### config.mk
export PLATFORM = sky130hd
export DESIGN_NAME = mem_arbiter_flat
export DESIGN_NICKNAME = d
export VERILOG_FILES = /design/src/rtl/mem_arb_pkg.sv /design/src/rtl/mem_arbiter_if.sv /design/src/rtl/mem_arb_lfsr.sv /design/src/rtl/mem_arbiter.sv /design/src/flat_wrapper.sv
export SDC_FILE = /design/constraint.sdc
export NUM_CORES = 1
export LEC_CHECK = 0
export ABC_AREA = 1
export ABC_CLOCK_PERIOD_IN_PS = 1200
export CORE_UTILIZATION = 36
export CTS_CLUSTER_DIAMETER = 80
export CTS_CLUSTER_SIZE = 8
export DETAILED_ROUTE_END_ITERATION = 8
export PLACE_DENSITY = 0.85
export SETUP_SLACK_MARGIN = 0.4
export SLEW_MARGIN = 20
export SYNTH_ARGS = -nofsm -noshare
export SYNTH_HDL_FRONTEND = slang
export SYNTH_SLANG_ARGS = --single-unit
export TNS_END_PERCENT = 10
### constraint.sdc
create_clock -name clock -period 1.2 [get_ports clock]
set_input_delay 0.3 -clock clock [delete_from_list [all_inputs] [get_ports clock]]
set_output_delay 0.3 -clock clock [all_outputs]
set_load 0.02 [all_outputs]
### src/rtl/mem_arb_pkg.sv
// mem_arb_pkg: shared types and constants for the memory arbiter (FSM states, LFSR seed, delay counter width)
package mem_arb_pkg;
    typedef enum logic [1:0] {IDLE, WAIT, ACCESS, RESP} state_t;
    localparam logic [3:0] MEM_ARB_LFSR_SEED = 4'b1001;
    localparam int CNT_W = 9;
endpackage

### src/rtl/mem_arbiter_if.sv
// mem_arbiter_if: IFU, LSU and memory-port signals of the arbiter
//   slave  : arbiter side (takes requests, drives responses and the memory strobe)
//   master : requester/memory side (drives requests and mem_rdata)
interface mem_arbiter_if;
    logic        ifu_req_valid, ifu_req_ready, ifu_resp_valid, ifu_resp_ready;
    logic [31:0] ifu_addr, ifu_rdata;
    logic        lsu_req_valid, lsu_req_ready, lsu_wr, lsu_resp_valid, lsu_resp_ready;
    logic [31:0] lsu_addr, lsu_wdata, lsu_rdata;
    logic [3:0]  lsu_wstrb;
    logic        mem_en, mem_wr;
    logic [31:0] mem_addr, mem_wdata, mem_rdata;
    logic [3:0]  mem_wstrb;
    modport slave (
        input  ifu_req_valid, ifu_addr, ifu_resp_ready,
        input  lsu_req_valid, lsu_wr, lsu_addr, lsu_wdata, lsu_wstrb, lsu_resp_ready,
        input  mem_rdata,
        output ifu_req_ready, ifu_resp_valid, ifu_rdata,
        output lsu_req_ready, lsu_resp_valid, lsu_rdata,
        output mem_en, mem_wr, mem_addr, mem_wdata, mem_wstrb
    );
    modport master (
        output ifu_req_valid, ifu_addr, ifu_resp_ready,
        output lsu_req_valid, lsu_wr, lsu_addr, lsu_wdata, lsu_wstrb, lsu_resp_ready,
        output mem_rdata,
        input  ifu_req_ready, ifu_resp_valid, ifu_rdata,
        input  lsu_req_ready, lsu_resp_valid, lsu_rdata,
        input  mem_en, mem_wr, mem_addr, mem_wdata, mem_wstrb
    );
endinterface

### src/rtl/mem_arb_lfsr.sv
// mem_arb_lfsr: 4-bit LFSR (x^4+x^3+1) adding a random term to the access delay
//   clock, reset : clock and synchronous active-high reset (loads MEM_ARB_LFSR_SEED)
//   value        : current LFSR state, steps every cycle
// Only built when MEM_ARB_RAND_DELAY_EN is defined.
`ifdef MEM_ARB_RAND_DELAY_EN
module mem_arb_lfsr
    import mem_arb_pkg::*;
(
    input  logic       clock,
    input  logic       reset,
    output logic [3:0] value
);
    always_ff @(posedge clock)
        value <= reset ? MEM_ARB_LFSR_SEED : {value[2:0], value[3] ^ value[2]};
endmodule
`endif

### src/rtl/mem_arbiter.sv
// mem_arbiter: round-robin IFU/LSU arbiter and sequencer for a single side-effecting memory port
//   clock, reset : clock and synchronous active-high reset
//   bus          : mem_arbiter_if.slave (IFU/LSU request+response channels, memory strobe port)
//   LATENCY      : cycles from accept to the single mem_en pulse (1..255)
// Define MEM_ARB_RAND_DELAY_EN to add a 0..15 LFSR term to each transaction's delay.
module mem_arbiter
    import mem_arb_pkg::*;
#(
    parameter int LATENCY = 1
) (
    input logic          clock,
    input logic          reset,
    mem_arbiter_if.slave bus
);
    state_t           state, state_nxt;
    logic             owner, last_lsu, gnt_ifu, gnt_lsu, acc, resp_hs;
    logic [CNT_W-1:0] cnt, dly;
`ifdef MEM_ARB_RAND_DELAY_EN
    logic [3:0] rnd;
    mem_arb_lfsr u_lfsr (.clock(clock), .reset(reset), .value(rnd));
    assign dly = CNT_W'(LATENCY) + CNT_W'(rnd);
`else
    assign dly = CNT_W'(LATENCY);
`endif
    // on a tie the requester not served last wins
    assign gnt_ifu = bus.ifu_req_valid && (!bus.lsu_req_valid || last_lsu);
    assign gnt_lsu = bus.lsu_req_valid && !gnt_ifu;
    assign acc     = state == IDLE && !reset && (gnt_ifu || gnt_lsu);
    assign resp_hs = state == RESP && (owner ? bus.lsu_resp_ready : bus.ifu_resp_ready);
    always_ff @(posedge clock)
        state <= reset ? IDLE : state_nxt;
    // WAIT leaves when the counter is about to hit zero so mem_en lands exactly dly cycles after accept
    always_comb begin
        state_nxt = state;
        case (state)
            IDLE:    state_nxt = acc ? (dly > CNT_W'(1) ? WAIT : ACCESS) : IDLE;
            WAIT:    state_nxt = cnt == CNT_W'(1) ? ACCESS : WAIT;
            ACCESS:  state_nxt = RESP;
            default: state_nxt = resp_hs ? IDLE : RESP;
        endcase
    end
    // combinational outputs are masked during reset so an interrupted transaction never strobes memory
    always_comb begin
        bus.ifu_req_ready  = acc && gnt_ifu;
        bus.lsu_req_ready  = acc && gnt_lsu;
        bus.mem_en         = state == ACCESS && !reset;
        bus.ifu_resp_valid = state == RESP && !reset && !owner;
        bus.lsu_resp_valid = state == RESP && !reset && owner;
    end
    always_ff @(posedge clock) begin
        if (reset) begin
            owner         <= 1'b0;
            last_lsu      <= 1'b1;
            cnt           <= '0;
            bus.mem_wr    <= 1'b0;
            bus.mem_addr  <= '0;
            bus.mem_wdata <= '0;
            bus.mem_wstrb <= '0;
            bus.ifu_rdata <= '0;
            bus.lsu_rdata <= '0;
        end else begin
            if (acc) begin
                owner         <= gnt_lsu;
                cnt           <= dly - CNT_W'(1);
                bus.mem_wr    <= gnt_lsu && bus.lsu_wr;
                bus.mem_addr  <= gnt_lsu ? bus.lsu_addr : bus.ifu_addr;
                bus.mem_wdata <= gnt_lsu ? bus.lsu_wdata : '0;
                bus.mem_wstrb <= gnt_lsu ? bus.lsu_wstrb : '0;
            end else if (state == WAIT) begin
                cnt <= cnt - CNT_W'(1);
            end
            if (state == ACCESS && !owner) bus.ifu_rdata <= bus.mem_rdata;
            if (state == ACCESS && owner) bus.lsu_rdata <= bus.mem_rdata;
            if (resp_hs) last_lsu <= owner;
        end
    end
endmodule

### src/flat_wrapper.sv
// flat-port wrapper written by rule: the top's interface ports become plain ports
module mem_arbiter_flat import mem_arb_pkg::*;
#(
    parameter int LATENCY = 1
)
  (clock, reset, bus_ifu_req_valid, bus_ifu_addr, bus_ifu_resp_ready, bus_lsu_req_valid, bus_lsu_wr, bus_lsu_addr, bus_lsu_wdata, bus_lsu_wstrb, bus_lsu_resp_ready, bus_mem_rdata, bus_ifu_req_ready, bus_ifu_resp_valid, bus_ifu_rdata, bus_lsu_req_ready, bus_lsu_resp_valid, bus_lsu_rdata, bus_mem_en, bus_mem_wr, bus_mem_addr, bus_mem_wdata, bus_mem_wstrb);
  mem_arbiter_if bus_i ();
  input logic clock;
  input logic reset;
  input wire logic [$bits(bus_i.ifu_req_valid)-1:0] bus_ifu_req_valid;
  input wire logic [$bits(bus_i.ifu_addr)-1:0] bus_ifu_addr;
  input wire logic [$bits(bus_i.ifu_resp_ready)-1:0] bus_ifu_resp_ready;
  input wire logic [$bits(bus_i.lsu_req_valid)-1:0] bus_lsu_req_valid;
  input wire logic [$bits(bus_i.lsu_wr)-1:0] bus_lsu_wr;
  input wire logic [$bits(bus_i.lsu_addr)-1:0] bus_lsu_addr;
  input wire logic [$bits(bus_i.lsu_wdata)-1:0] bus_lsu_wdata;
  input wire logic [$bits(bus_i.lsu_wstrb)-1:0] bus_lsu_wstrb;
  input wire logic [$bits(bus_i.lsu_resp_ready)-1:0] bus_lsu_resp_ready;
  input wire logic [$bits(bus_i.mem_rdata)-1:0] bus_mem_rdata;
  output wire logic [$bits(bus_i.ifu_req_ready)-1:0] bus_ifu_req_ready;
  output wire logic [$bits(bus_i.ifu_resp_valid)-1:0] bus_ifu_resp_valid;
  output wire logic [$bits(bus_i.ifu_rdata)-1:0] bus_ifu_rdata;
  output wire logic [$bits(bus_i.lsu_req_ready)-1:0] bus_lsu_req_ready;
  output wire logic [$bits(bus_i.lsu_resp_valid)-1:0] bus_lsu_resp_valid;
  output wire logic [$bits(bus_i.lsu_rdata)-1:0] bus_lsu_rdata;
  output wire logic [$bits(bus_i.mem_en)-1:0] bus_mem_en;
  output wire logic [$bits(bus_i.mem_wr)-1:0] bus_mem_wr;
  output wire logic [$bits(bus_i.mem_addr)-1:0] bus_mem_addr;
  output wire logic [$bits(bus_i.mem_wdata)-1:0] bus_mem_wdata;
  output wire logic [$bits(bus_i.mem_wstrb)-1:0] bus_mem_wstrb;
  assign bus_i.ifu_req_valid = bus_ifu_req_valid;
  assign bus_i.ifu_addr = bus_ifu_addr;
  assign bus_i.ifu_resp_ready = bus_ifu_resp_ready;
  assign bus_i.lsu_req_valid = bus_lsu_req_valid;
  assign bus_i.lsu_wr = bus_lsu_wr;
  assign bus_i.lsu_addr = bus_lsu_addr;
  assign bus_i.lsu_wdata = bus_lsu_wdata;
  assign bus_i.lsu_wstrb = bus_lsu_wstrb;
  assign bus_i.lsu_resp_ready = bus_lsu_resp_ready;
  assign bus_i.mem_rdata = bus_mem_rdata;
  assign bus_ifu_req_ready = bus_i.ifu_req_ready;
  assign bus_ifu_resp_valid = bus_i.ifu_resp_valid;
  assign bus_ifu_rdata = bus_i.ifu_rdata;
  assign bus_lsu_req_ready = bus_i.lsu_req_ready;
  assign bus_lsu_resp_valid = bus_i.lsu_resp_valid;
  assign bus_lsu_rdata = bus_i.lsu_rdata;
  assign bus_mem_en = bus_i.mem_en;
  assign bus_mem_wr = bus_i.mem_wr;
  assign bus_mem_addr = bus_i.mem_addr;
  assign bus_mem_wdata = bus_i.mem_wdata;
  assign bus_mem_wstrb = bus_i.mem_wstrb;
  mem_arbiter #(.LATENCY(LATENCY)) u_core (.clock(clock), .reset(reset), .bus(bus_i));
endmodule
# Word-level counts from Yosys, hierarchy flattened
# Index checks and enable logic that the tools add are counted.
[classes] add_sub_neg=1 n_mul=0 div_mod_pow=0 magnitude_cmp=0 n_eq_ne=4 shift=0 mux=8 bitwise_logic=0 reduce_logical=22
[op_table] cell="$mux W32" count=2
[op_table] cell="$logic_and A1 B1 Y1" count=14
[op_table] cell="$eq A9 B1 Y1 const B" count=1
[op_table] cell="$sub A9 B1 Y9 const B" count=1
[op_table] cell="$mux W2" count=3
[op_table] cell="$pmux W2 S3" count=1
[op_table] cell="$eq A2 B2 Y1 const B" count=2
[op_table] cell="$logic_not A1 Y1" count=4
[op_table] cell="$mux W4" count=1
[op_table] cell="$eq A2 B1 Y1 const B" count=1
[op_table] cell="$logic_not A2 Y1" count=1
[op_table] cell="$logic_or A1 B1 Y1" count=2
[op_table] cell="$reduce_or A2 Y1" count=1
[op_table] cell="$mux W1" count=1
[totals] reg_bits=146 latch_bits=0 ramBits=0 mem_bits_ro=0 output_inout_bits=138 word_cells=45 memories=0

# Depth between registers and ports, before layout
# Gate-level depths: netlist (run 1).
[depth] ltp_word=9 mapped_depth=8 depth_no_buf=8

# Worst setup path after synthesis (run 1)
# OpenSTA, ideal clock, no wires.
[synth_path] path_type="input port to output port" start="input reset" end="output bus_ifu_req_ready" arrival_time_ps=1395 slack_ps=-495 stages=5 n_path_buf=2 path_cell_list="buf_2 inv_2 nand3_4 buf_2 a211oi_1"
[synth_between] elab_chain_cells=4
[synth_rtl] item="start, declared" line="flat_wrapper.sv:9" rtl="input logic reset;"
[synth_rtl] item="$logic_not A1 Y1" line="mem_arbiter.sv:28" rtl="assign acc = state == IDLE && !reset && (gnt_ifu || gnt_lsu);"
[synth_rtl] item="$logic_and A1 B1 Y1 (2 in a row)" line="mem_arbiter.sv:28"
[synth_rtl] item="$logic_and A1 B1 Y1" line="mem_arbiter.sv:44" rtl="bus.ifu_req_ready = acc && gnt_ifu;"
[synth_rtl] item="end, declared" line="flat_wrapper.sv:20" rtl="output wire logic [$bits(bus_i.ifu_req_ready)-1:0] bus_ifu_req_ready;"
# Every way passes these cells.

# Final worst setup path (run 1)
[layout_path] start="register u_core.state[1]" end="output bus_lsu_req_ready"
[layout_between] elab_chain_cells=4
[layout_rtl] item="start, declared" line="mem_arbiter.sv:15" rtl="state_t state, state_nxt;"
[layout_rtl] item="start signal, assigned" line="mem_arbiter.sv:31" rtl="state <= reset ? IDLE : state_nxt;"
[layout_rtl] item="$logic_not A2 Y1" line="mem_arbiter.sv:28"
[layout_rtl] item="$logic_and A1 B1 Y1 (2 in a row)" line="mem_arbiter.sv:28"
[layout_rtl] item="$logic_and A1 B1 Y1" line="mem_arbiter.sv:45" rtl="bus.lsu_req_ready = acc && gnt_lsu;"
[layout_rtl] item="end, declared" line="flat_wrapper.sv:23" rtl="output wire logic [$bits(bus_i.lsu_req_ready)-1:0] bus_lsu_req_ready;"
# Every way passes these cells.

==> results.txt, run 1 <==
Final RePlAce weighted congestion - 0.786
Hold buffer count at CTS - 0
Reported max-cap violation count - 0
Max Fclk - 598 MHz
Full die area - 16100 um^2
Critical Path Fanout Max - 4
Global-route wire length before repair - 29.2 mm
Half-perimeter wire length after detailed placement - 12.0 mm
Setup slack after layout - -471 ps
Final Slew Violations - 0
Top flip-flop cell by instance count after synthesis - sky130_fd_sc_hd__dfxtp_1
Number of CTS-inserted buffers - 17
Flop and latch count out of synthesis - 146
Library cell occupying the most area in the post-synthesis netlist - sky130_fd_sc_hd__dfxtp_1
Kind of start point of the critical path - register
Bufs on Longest Clock Path - 2
Number of DRC markers after the initial detailed-route iteration - 328
Share of cells above drive strength 1 - 37.4%
Final count of hold timing violations - 0
Root Buffer Master - sky130_fd_sc_hd__clkbuf_16
DIE HEIGHT - 127 um
Per-cell via count in the routed design - 4.90
Detailed-route via count - 6134
Transition time of the tightest slew-check pin - 713 ps
Count of different cell masters after synthesis - 27
Final setup violation count - 143
Number of nets in the final layout - 1194
Maximum number of pins on one net before global-route repair - 65
Initial core utilization - 36.9%
Count of flip-flops with a built-in enable after synthesis - 0
Number of antenna diodes - 0
Post-route DRC - 0
Sequential-to-total area share from yosys stat - 52.1%
Total wire length after detailed routing - 19.1 mm
Number of clock sinks - 146
Share of cell area taken by muxes after synthesis - 0%
Data required time of the critical path - 900 ps
Peak supply drop - 0.000908 V
Hold Crit Depth - 3
Busiest grt layer - met2
Hold WC Path Type - in2reg
M2 GR Usage - 42.8%
Mapped Avg Cell Area - 7.38 um^2
Skew final - 6.96 ps
Compound-Gate Fraction of Synth Area - 9.77%
Standard cell core area - 15200 um^2
Cell leakage power - 4.37 nW
Met1 Resource Use GR - 24.4%
Final cell utilization of the core - 66.9%
RSZ-0062 raised after global routing - yes
Dominant combinational cell family by area after synthesis - simple AND/OR/NAND/NOR gates
Status - finished, violations left
Count of yosys warnings during synthesis - 0
Overall power consumption - 0.0147 W
Min Tclk post-route - 1670 ps
Mapped Cells - 760
Antenna violations before repair - 0
Skew-Pair Late Insertion Delay - 410 ps
Share of the cycle needed by the critical path after routing - 139%
Adder and majority gate portion of the synthesized area - 0.446%
Netlist area before placement - 5610 um^2
Hold Crit Start - reset
Fraction of registers with async set or reset after synthesis - 0%
Via count of the first global-routing pass - 5864
Critical setup path kind - reg2out
Sum Neg Setup Slack - -26160 ps
Most common cell in the netlist - sky130_fd_sc_hd__nand2_1
Met3 Track Usage GR - 8.98%
Core Rows - 45
Cell depth of the worst flop-to-flop path - 8
Most used standard cells in the synthesized netlist - 264 x sky130_fd_sc_hd__nand2_1, 146 x sky130_fd_sc_hd__dfxtp_1, 86 x sky130_fd_sc_hd__nor2_1
Start point of the critical path - u_core.state[1]$_SDFF_PP0_
DRT antenna net count - 0
Clock tree from TritonCTS - built
Area share of and/or/nand/nor cells after synthesis - 31.4%
XOR/XNOR share of the synthesized area - 0.312%
Main area contributors after synthesis - sky130_fd_sc_hd__dfxtp_1 52%, sky130_fd_sc_hd__nand2_1 18%, sky130_fd_sc_hd__nand3_1 6.3%
Top-area cell type share of the netlist area - 52.1%
Average routed wire per standard cell - 15.3 um
Number of detailed-routing iterations run before antenna repair - 5
I/O pins - 277
Relative area change from synthesis to final layout - 81.2%
Horizontal extent of the die - 127 um
Total grt overflow - 0
Number of nets in the synthesized netlist - 901
Worst R2R Start - u_core.state[0]$_SDFF_PP0_
Power Dens Cells - 1450 nW/um^2
Rel. slew slack - 52.5%
Clock transition at the registers of the reported paths - 60 ps
H-tree depth - 4
Arrival time at the worst endpoint - 1370 ps
Capturing element type of the critical path - output pin
Quantity of I/O buffers inserted on ports - 276
Violated checks - negative setup slack
Global-route usage over all layers - 23.5%
-- flip-flops by register name, indices dropped and copies added, names as in the netlist --
register and count:
u_core.bus.ifu_rdata 32, u_core.bus.lsu_rdata 32, u_core.bus.mem_addr 32, u_core.bus.mem_wdata 32, u_core.bus.mem_wr 1, u_core.bus.mem_wstrb 4
u_core.cnt 9, u_core.last_lsu 1, u_core.owner 1, u_core.state 2
-- what timing repair did --
item	CTS	global route
setup endpoints to repair	284	284
pin swaps	30	7
buffers inserted	8	0
cloned	8	0
gates resized for setup	879	147
-- cell families after synthesis --
logic type,count (synthesis)
compound gates,106
xor+xnor,2
fa+ha+maj,2
buf+inv,70
flops,146
simple gates,434
-- power breakdown --
| group | internal (W) | switching (W) | leakage [nW] |
|---|---|---|---|
| Clock | 0.00333 | 0.00209 | 0.282 |
| Sequential | 0.00533 | 0.000307 | 1.25 |
| Combinational | 0.00189 | 0.00181 | 2.84 |
-- per-layer routing --
| metal | share of wire (%) | up-vias |
|---|---|---|
| met5 | 0 | - |
| li1 | - | 3020 |
| met1 | 37 | 2768 |
| met4 | 1.8 | 0 |
| met3 | 9.7 | 30 |
| met2 | 52 | 316 |
-- per-stage QoR --
stage	area (um^2)	instances	setup slack, ps	hold WS [ps]
floorplan	5730	760	-157	410
global placement	8720	1206	-1040	427
detailed placement	8720	1206	-1090	433
CTS	9950	1252	-486	251
global route	10200	1252	-521	272
finish	10200	1252	-471	264
-- critical path, stage by stage, from the launching register on --
cell                      delay, ps
sky130_fd_sc_hd__dfxtp_4        370
sky130_fd_sc_hd__nor2_4         110
sky130_fd_sc_hd__nand3_4        110
sky130_fd_sc_hd__nor2_4         130
sky130_fd_sc_hd__buf_6          130
sky130_fd_sc_hd__buf_6          110
-- layout by cell type, fill, tap and decap left out, types with 2 or more instances in the layout --
master / count
sky130_fd_sc_hd__bufinv_16: 3
sky130_fd_sc_hd__buf_16: 7
sky130_fd_sc_hd__nor2_2: 6
sky130_fd_sc_hd__nand4_1: 2
sky130_fd_sc_hd__a21oi_1: 57
sky130_fd_sc_hd__nor2_1: 80
sky130_fd_sc_hd__clkinv_4: 3
sky130_fd_sc_hd__nand3_2: 5
sky130_fd_sc_hd__buf_6: 141
sky130_fd_sc_hd__nand2_2: 4
sky130_fd_sc_hd__a21oi_2: 12
sky130_fd_sc_hd__inv_1: 15
sky130_fd_sc_hd__dlygate4sd2_1: 2
sky130_fd_sc_hd__dfxtp_2: 134
sky130_fd_sc_hd__clkdlybuf4s50_1: 135
sky130_fd_sc_hd__buf_12: 12
sky130_fd_sc_hd__nand2_1: 257
sky130_fd_sc_hd__nand3_1: 66
sky130_fd_sc_hd__buf_4: 23
sky130_fd_sc_hd__nand2_8: 2
sky130_fd_sc_hd__dfxtp_4: 2
sky130_fd_sc_hd__clkinvlp_4: 3
sky130_fd_sc_hd__nand2_4: 2
sky130_fd_sc_hd__nor3_4: 2
sky130_fd_sc_hd__o21ai_1: 4
sky130_fd_sc_hd__ha_1: 2
sky130_fd_sc_hd__inv_4: 3
sky130_fd_sc_hd__nor2_4: 4
sky130_fd_sc_hd__inv_6: 3
sky130_fd_sc_hd__clkbuf_16: 17
sky130_fd_sc_hd__dfxtp_1: 10
sky130_fd_sc_hd__inv_2: 3
sky130_fd_sc_hd__o21ai_0: 29
-- area by class of cell --
type,count,area [um^2]
inverters,22,95.1
multi-input cells,544,2540
clock inverters,11,156
flip-flops and latches,146,3100
repair buffers,322,3600
well taps,188,235
fillers,1156,5030
clock buffers,19,443
-- path summary, 6_finish.rpt --
path	end	slack, ps
setup / recovery	bus_lsu_req_ready	-470
hold / removal	u_core.state[0]$_SDFF_PP0_	260
hold reg to reg	u_core.bus.mem_addr[15]$_SDFFE_PP0N_	450
setup reg to reg	u_core.bus.lsu_rdata[2]$_SDFFE_PP0P_	-320
Note: power is estimated with default switching activity, not from simulation.
==> inputs of run 2 (changes only) <==
--- a/config.mk
+++ b/config.mk
@@ -14,2 +14,3 @@
 export PLACE_DENSITY = 0.85
+export REMOVE_ABC_BUFFERS = 1
 export SETUP_SLACK_MARGIN = 0.4
@@ -19,2 +20,2 @@
 export SYNTH_SLANG_ARGS = --single-unit
-export TNS_END_PERCENT = 10
+export TNS_END_PERCENT = 100
==> constraint.sdc (replaced) <==
create_clock -name clock -period 1.2 [get_ports clock]
set_input_delay 0.24 -clock clock [delete_from_list [all_inputs] [get_ports clock]]
set_output_delay 0.24 -clock clock [all_outputs]
set_load 0.02 [all_outputs]
==> run 2 against run 1 <==
Against the previous run:
- the flow still finishes with violations (negative setup slack)
- worst setup slack better by 71 ps
- routed wire length is 12% higher
- via count is 5.8% higher
- sequential share of layout area is 1.3 points lower
- maximum frequency is 4.5% higher
- first-iteration DRC count is 6.7% lower
- critical endpoint unchanged
==> results.txt, run 2 (same netlist as run 1, synthesis figures left out) <==
Number of detailed-routing iterations run before antenna repair - 5
Global-route wire length before repair - 32.7 mm
Antenna violations before repair - 0
Skew final - 6.01 ps
Peak supply drop - 0.000911 V
DRT antenna net count - 0
Critical-path cell list - a21oi_4, inv_2, nor2_4, buf_12, buf_8
Power Dens Cells - 1390 nW/um^2
Number of DRC markers after the initial detailed-route iteration - 306
Share of cells above drive strength 1 - 41.1%
H-tree depth - 4
Arrival time at the worst endpoint - 1360 ps
Cell leakage power - 4.64 nW
Reported max-cap violation count - 0
Largest stage delay on the critical path - 340 ps
Commonest non-fill, non-tap cells in the layout - 231 x sky130_fd_sc_hd__nand2_1, 144 x sky130_fd_sc_hd__buf_6, 136 x sky130_fd_sc_hd__dfxtp_2, 135 x sky130_fd_sc_hd__clkdlybuf4s50_1, 83 x sky130_fd_sc_hd__nor2_1
Transition time of the tightest slew-check pin - 724 ps
Final count of hold timing violations - 0
Bufs on Longest Clock Path - 2
Standard cell core area - 15200 um^2
Number of CTS-inserted buffers - 17
Finished layout cell area - 10600 um^2
Hold buffer count at CTS - 0
Core Rows - 45
# placed instances - 1206
DIE HEIGHT - 127 um
Full die area - 16100 um^2
Violated checks - negative setup slack
Horizontal extent of the die - 127 um
Slowest stage cell on the critical path - sky130_fd_sc_hd__dfxtp_2
Average routed wire per standard cell - 16.7 um
Relative area change from synthesis to final layout - 89.5%
Share of the cycle needed by the critical path after routing - 133%
Half-perimeter wire length after detailed placement - 12.2 mm
Hold WC Path Type - in2reg
I/O pins - 277
Family of cells with the greatest summed delay on the critical path - flip-flops
Final Slew Violations - 0
Setup slack after layout - -400 ps
Kind of start point of the critical path - register
Via count of the first global-routing pass - 6460
Number of clock sinks - 146
Global-route usage over all layers - 26.3%
Quantity of I/O buffers inserted on ports - 276
Number of antenna diodes - 0
Detailed-route via count - 6487
Final Non-Filler Cells - 1278
Instance area at placement - 8660 um^2
Critical setup path kind - reg2out
Overall power consumption - 0.0148 W
Critical Path Fanout Max - 2
Status - finished, violations left
Total grt overflow - 0
Final RePlAce weighted congestion - 0.817
Number of nets in the final layout - 1219
Skew-Pair Late Insertion Delay - 420 ps
Data required time of the critical path - 960 ps
RSZ-0062 raised after global routing - yes
Final setup violation count - 149
Reg-to-reg slack, setup - -360 ps
Capturing element type of the critical path - output pin
Per-cell via count in the routed design - 5.08
Clock transition at the registers of the reported paths - 60 ps
Leading cell type in the layout, fill and taps excluded - sky130_fd_sc_hd__nand2_1
Root Buffer Master - sky130_fd_sc_hd__clkbuf_16
Rel. slew slack - 51.7%
CP bufs+invs - 3
Max Fclk - 625 MHz
Clock tree from TritonCTS - built
Min Tclk post-route - 1600 ps
Post-route DRC - 0
Maximum number of pins on one net before global-route repair - 65
Initial core utilization - 36.9%
Total wire length after detailed routing - 21.4 mm
==> run 2: changes by cell type in the layout (fill, tap and decap cells not counted), sizes merged <==
cell      delta
buf         +15
bufbuf       +8
clkinv       +6
clkinvlp     -3
bufinv       -2
clkbuf       +1
inv          +1
==> run 2: path summary, 6_finish.rpt <==
path                                           endpoint                                   from  cells past startpoint
setup reg to reg  u_core.bus.mem_wdata[26]$_SDFFE_PP0N_             u_core.state[0]$_SDFF_PP0_                     10
hold / removal               u_core.state[0]$_SDFF_PP0_                                  reset                      3
setup / recovery                      bus_lsu_req_ready           u_core.last_lsu$_SDFFE_PP1N_                      5
hold reg to reg   u_core.bus.mem_wdata[27]$_SDFFE_PP0N_  u_core.bus.mem_wdata[27]$_SDFFE_PP0N_                      2
==> run 2: area by class of cell <==
cell class | count | area [um^2]
Fill cell | 1095 | 4570
Timing Repair Buffer | 346 | 4070
Sequential cell | 146 | 3100
Multi-Input combinational cell | 544 | 2590
Clock buffer | 19 | 433
Tap cell | 188 | 235
Clock inverter | 12 | 111
Inverter | 22 | 92.6
Timing Repair inverter | 1 | 8.76
==> run 2: power by group <==
part	total (W)	switching [W]	internal, W
sequential	0.00565	0.000315	0.00533
clock	0.00494	0.00209	0.00285
combinational	0.00418	0.00195	0.00222
total	0.0148	0.00436	0.0104
==> run 2: tightest hold or removal path: cells and delay by family <==
| family | cells | cell delay [ps] |
|---|---|---|
| buffers and inverters | 2 | 330 |
| AND/OR/NAND/NOR | 1 | 60 |
==> run 2: per-stage QoR <==
stage | setup WS, ps | setup TNS, ps | hold slack [ps] | util (%)
final | -400 | -37780 | 255 | 69.9
after global routing | -451 | -46440 | 248 | 69.9
after CTS | -415 | -27730 | 215 | 68.3
after detailed placement | -990 | -65650 | 431 | 56.9
after global placement | -964 | -62050 | 427 | 56.9
after floorplan | -1740 | -174910 | 309 | -
==> run 2: timing repair <==
action	CTS	global route
cloned	18	1
gates resized for setup	1021	54
buffers inserted	18	4
pin swaps	49	8
endpoints found under the setup margin	284	284
==> run 2: per-layer routing <==
| layer | vias up | wire length, um | track usage, % | part of all wire (%) |
|---|---|---|---|---|
| li1 | 3080 | - | - | - |
| met1 | 3021 | 7800 | 27.1 | 36 |
| met2 | 325 | 11100 | 48.6 | 52 |
| met3 | 61 | 1650 | 7.68 | 7.7 |
| met4 | 0 | 861 | 13.0 | 4.0 |
| met5 | - | 0 | 0 | 0 |
==> inputs of run 3 (changes only) <==
Settings changed: MAX_ROUTING_LAYER set to met4.
==> run 3 against run 2 <==
Against the previous run:
- the run still ends with negative setup slack left
- clock skew is 0.76 ps lower
- clock power hardly changed
- critical path depth is the same
- register-to-register slack better by 40 ps
- utilization decreased by 0.75 points
- global-route usage grew 0.83 points
- sequential share of layout area up 0.32 points
- maximum frequency increased by 1.9%
- sequential cell count unchanged
- cell area fell by 1.1%
- largest power group unchanged
==> results.txt, run 3 (same netlist as run 1, synthesis figures left out) <==
Status - finished, violations left
Violated checks - negative setup slack
Min Tclk post-route - 1570 ps
Slowest stage cell on the critical path - sky130_fd_sc_hd__dfxtp_2
Final setup violation count - 148
Start point of the critical path - u_core.last_lsu$_SDFFE_PP1N_
Hold Crit Depth - 3
Standard cell core area - 15200 um^2
Fillers - 1124
Final RePlAce weighted congestion - 0.829
Average routed wire per standard cell - 16.5 um
Number of nets in the final layout - 1216
Final Non-Filler Cells - 1275
I/O pins - 277
Min-Delay Endpoint - u_core.state[0]$_SDFF_PP0_
Cell leakage power - 4.60 nW
Detailed-route via count - 6447
Total wire length after detailed routing - 21.1 mm
Sum Neg Setup Slack - -30350 ps
Post-route DRC - 0
Arrival time at the worst endpoint - 1330 ps
Final Slew Violations - 0
Clock tree from TritonCTS - built
Internal power contribution - 0.0104 W
Reported max-cap violation count - 0
Commonest non-fill, non-tap cells in the layout - 257 x sky130_fd_sc_hd__nand2_1, 144 x sky130_fd_sc_hd__buf_6, 136 x sky130_fd_sc_hd__dfxtp_2, 135 x sky130_fd_sc_hd__clkdlybuf4s50_1, 83 x sky130_fd_sc_hd__nor2_1
Number of antenna diodes - 0
Max Fclk - 637 MHz
Skew-Pair Late Insertion Delay - 420 ps
Reg-to-reg slack, setup - -320 ps
Kind of start point of the critical path - register
Cell depth of the worst flop-to-flop path - 8
Capturing element type of the critical path - output pin
# placed instances - 1206
Quantity of I/O buffers inserted on ports - 276
Clock transition at the registers of the reported paths - 60 ps
Share of cells above drive strength 1 - 38.5%
Peak supply drop - 0.000907 V
Number of DRC markers after the initial detailed-route iteration - 291
Largest stage delay on the critical path - 340 ps
Number of CTS-inserted buffers - 17
Number of clock sinks - 146
Endpoint of the lowest-slack register-to-register path - u_core.bus.mem_wdata[2]$_SDFFE_PP0N_
Worst R2R Start - u_core.last_lsu$_SDFFE_PP1N_
Data required time of the critical path - 960 ps
Skew final - 5.26 ps
Setup slack after layout - -371 ps
Hold buffer count at CTS - 0
DIE HEIGHT - 127 um
Final count of hold timing violations - 0
Global-route usage over all layers - 27.2%
Critical Path Fanout Max - 2
H-tree depth - 4
Horizontal extent of the die - 127 um
Half-perimeter wire length after detailed placement - 12.2 mm
Switching share of power - 29.3%
Share of the cycle needed by the critical path after routing - 131%
Hold Crit Start - reset
Via count of the first global-routing pass - 6456
Transition time of the tightest slew-check pin - 726 ps
Bufs on Longest Clock Path - 2
Sequential Power Share - 38.5%
Total grt overflow - 0
Global-route wire length before repair - 32.7 mm
Maximum number of pins on one net before global-route repair - 65
RSZ-0062 raised after global routing - yes
Full die area - 16100 um^2
Clock power share - 33.5%
Power share of the combinational group - 28.0%
Rel. slew slack - 51.6%
Leading cell type in the layout, fill and taps excluded - sky130_fd_sc_hd__nand2_1
Root Buffer Master - sky130_fd_sc_hd__clkbuf_16
Initial core utilization - 36.9%
Relative area change from synthesis to final layout - 87.4%
DRT antenna net count - 0
Overall power consumption - 0.0147 W
Hold WC Path Type - in2reg
Critical setup path kind - reg2out
Per-cell via count in the routed design - 5.06
Power Dens Cells - 1390 nW/um^2
Net Sw Power - 0.00429 W
Number of detailed-routing iterations run before antenna repair - 5
Antenna violations before repair - 0
Core Rows - 45
Critical-path cell list - a21oi_4, inv_2, nor2_4, buf_12, buf_8
## run 3: layout make-up
| cell class | instances | area [um^2] | area share [%] |
|---|---|---|---|
| well taps | 188 | 235 | 2.24 |
| repair buffers | 343 | 4010 | 38.2 |
| flip-flops and latches | 146 | 3100 | 29.4 |
| multi-input cells | 544 | 2530 | 24.0 |
| inverters | 22 | 92.6 | 0.880 |
| repair inverters | 1 | 8.76 | 0.0833 |
| clock inverters | 12 | 111 | 1.06 |
| clock buffers | 19 | 433 | 4.12 |
## run 3: repair_timing
item | in CTS | in global routing
setup endpoints to repair | 284 | 284
hold endpoints to repair | 0 | 0
buffers inserted | 18 | 2
cloned | 18 | 0
gates resized for setup | 1021 | 28
pin swaps | 49 | 8
## run 3: metrics by stage
stage               cell area (um^2)  util [%]  worst slack, ps  hold WS, ps
floorplan                       5360         -            -1740          309
global placement                8660      56.9             -964          427
detailed placement              8660      56.9             -990          431
CTS                            10400      68.3             -415          215
global route                   10500      69.2             -425          244
finish                         10500      69.2             -371          249
## run 3: worst max path at each step
stage / to / slack [ps] / depth (start not counted)
final: bus_lsu_req_ready / -370 / 5
after global routing: bus_lsu_req_ready / -420 / 5
after CTS: bus_lsu_req_ready / -420 / 5
after detailed placement: bus_lsu_req_ready / -990 / 7
after global placement: bus_lsu_req_ready / -960 / 7
after floorplan: u_core.bus.ifu_rdata[0]$_SDFFE_PP0P_ / -1740 / 5
## run 3: power by group through the flow
stage / logic [W] / clock network [W] / registers, W
6_report: 0.00411 / 0.00491 / 0.00564
4_1_cts: 0.00400 / 0.00500 / 0.00562
3_5_place_dp: 0.00309 / 0 / 0.00557
2_1_floorplan: 0.000907 / 0 / 0.00601
5_1_grt: 0.00437 / 0.00522 / 0.00567
3_3_place_gp: 0.00305 / 0 / 0.00555
## run 3: critical path: cells and delay by family, from the launching register on
family	cells	cell delay [ps]
flip-flops	1	340
buffers and inverters	3	300
AND/OR/NAND/NOR	1	150
AO/OA/AOI/OAI	1	130
## run 3: metal layers
layer | GRT usage, % | share of wire [%] | wire, um
met1 | 27.7 | 37 | 7830
met2 | 48.6 | 52 | 11000
met3 | 6.83 | 7.4 | 1560
met4 | 13.0 | 3.5 | 743
met5 | - | 0 | 0
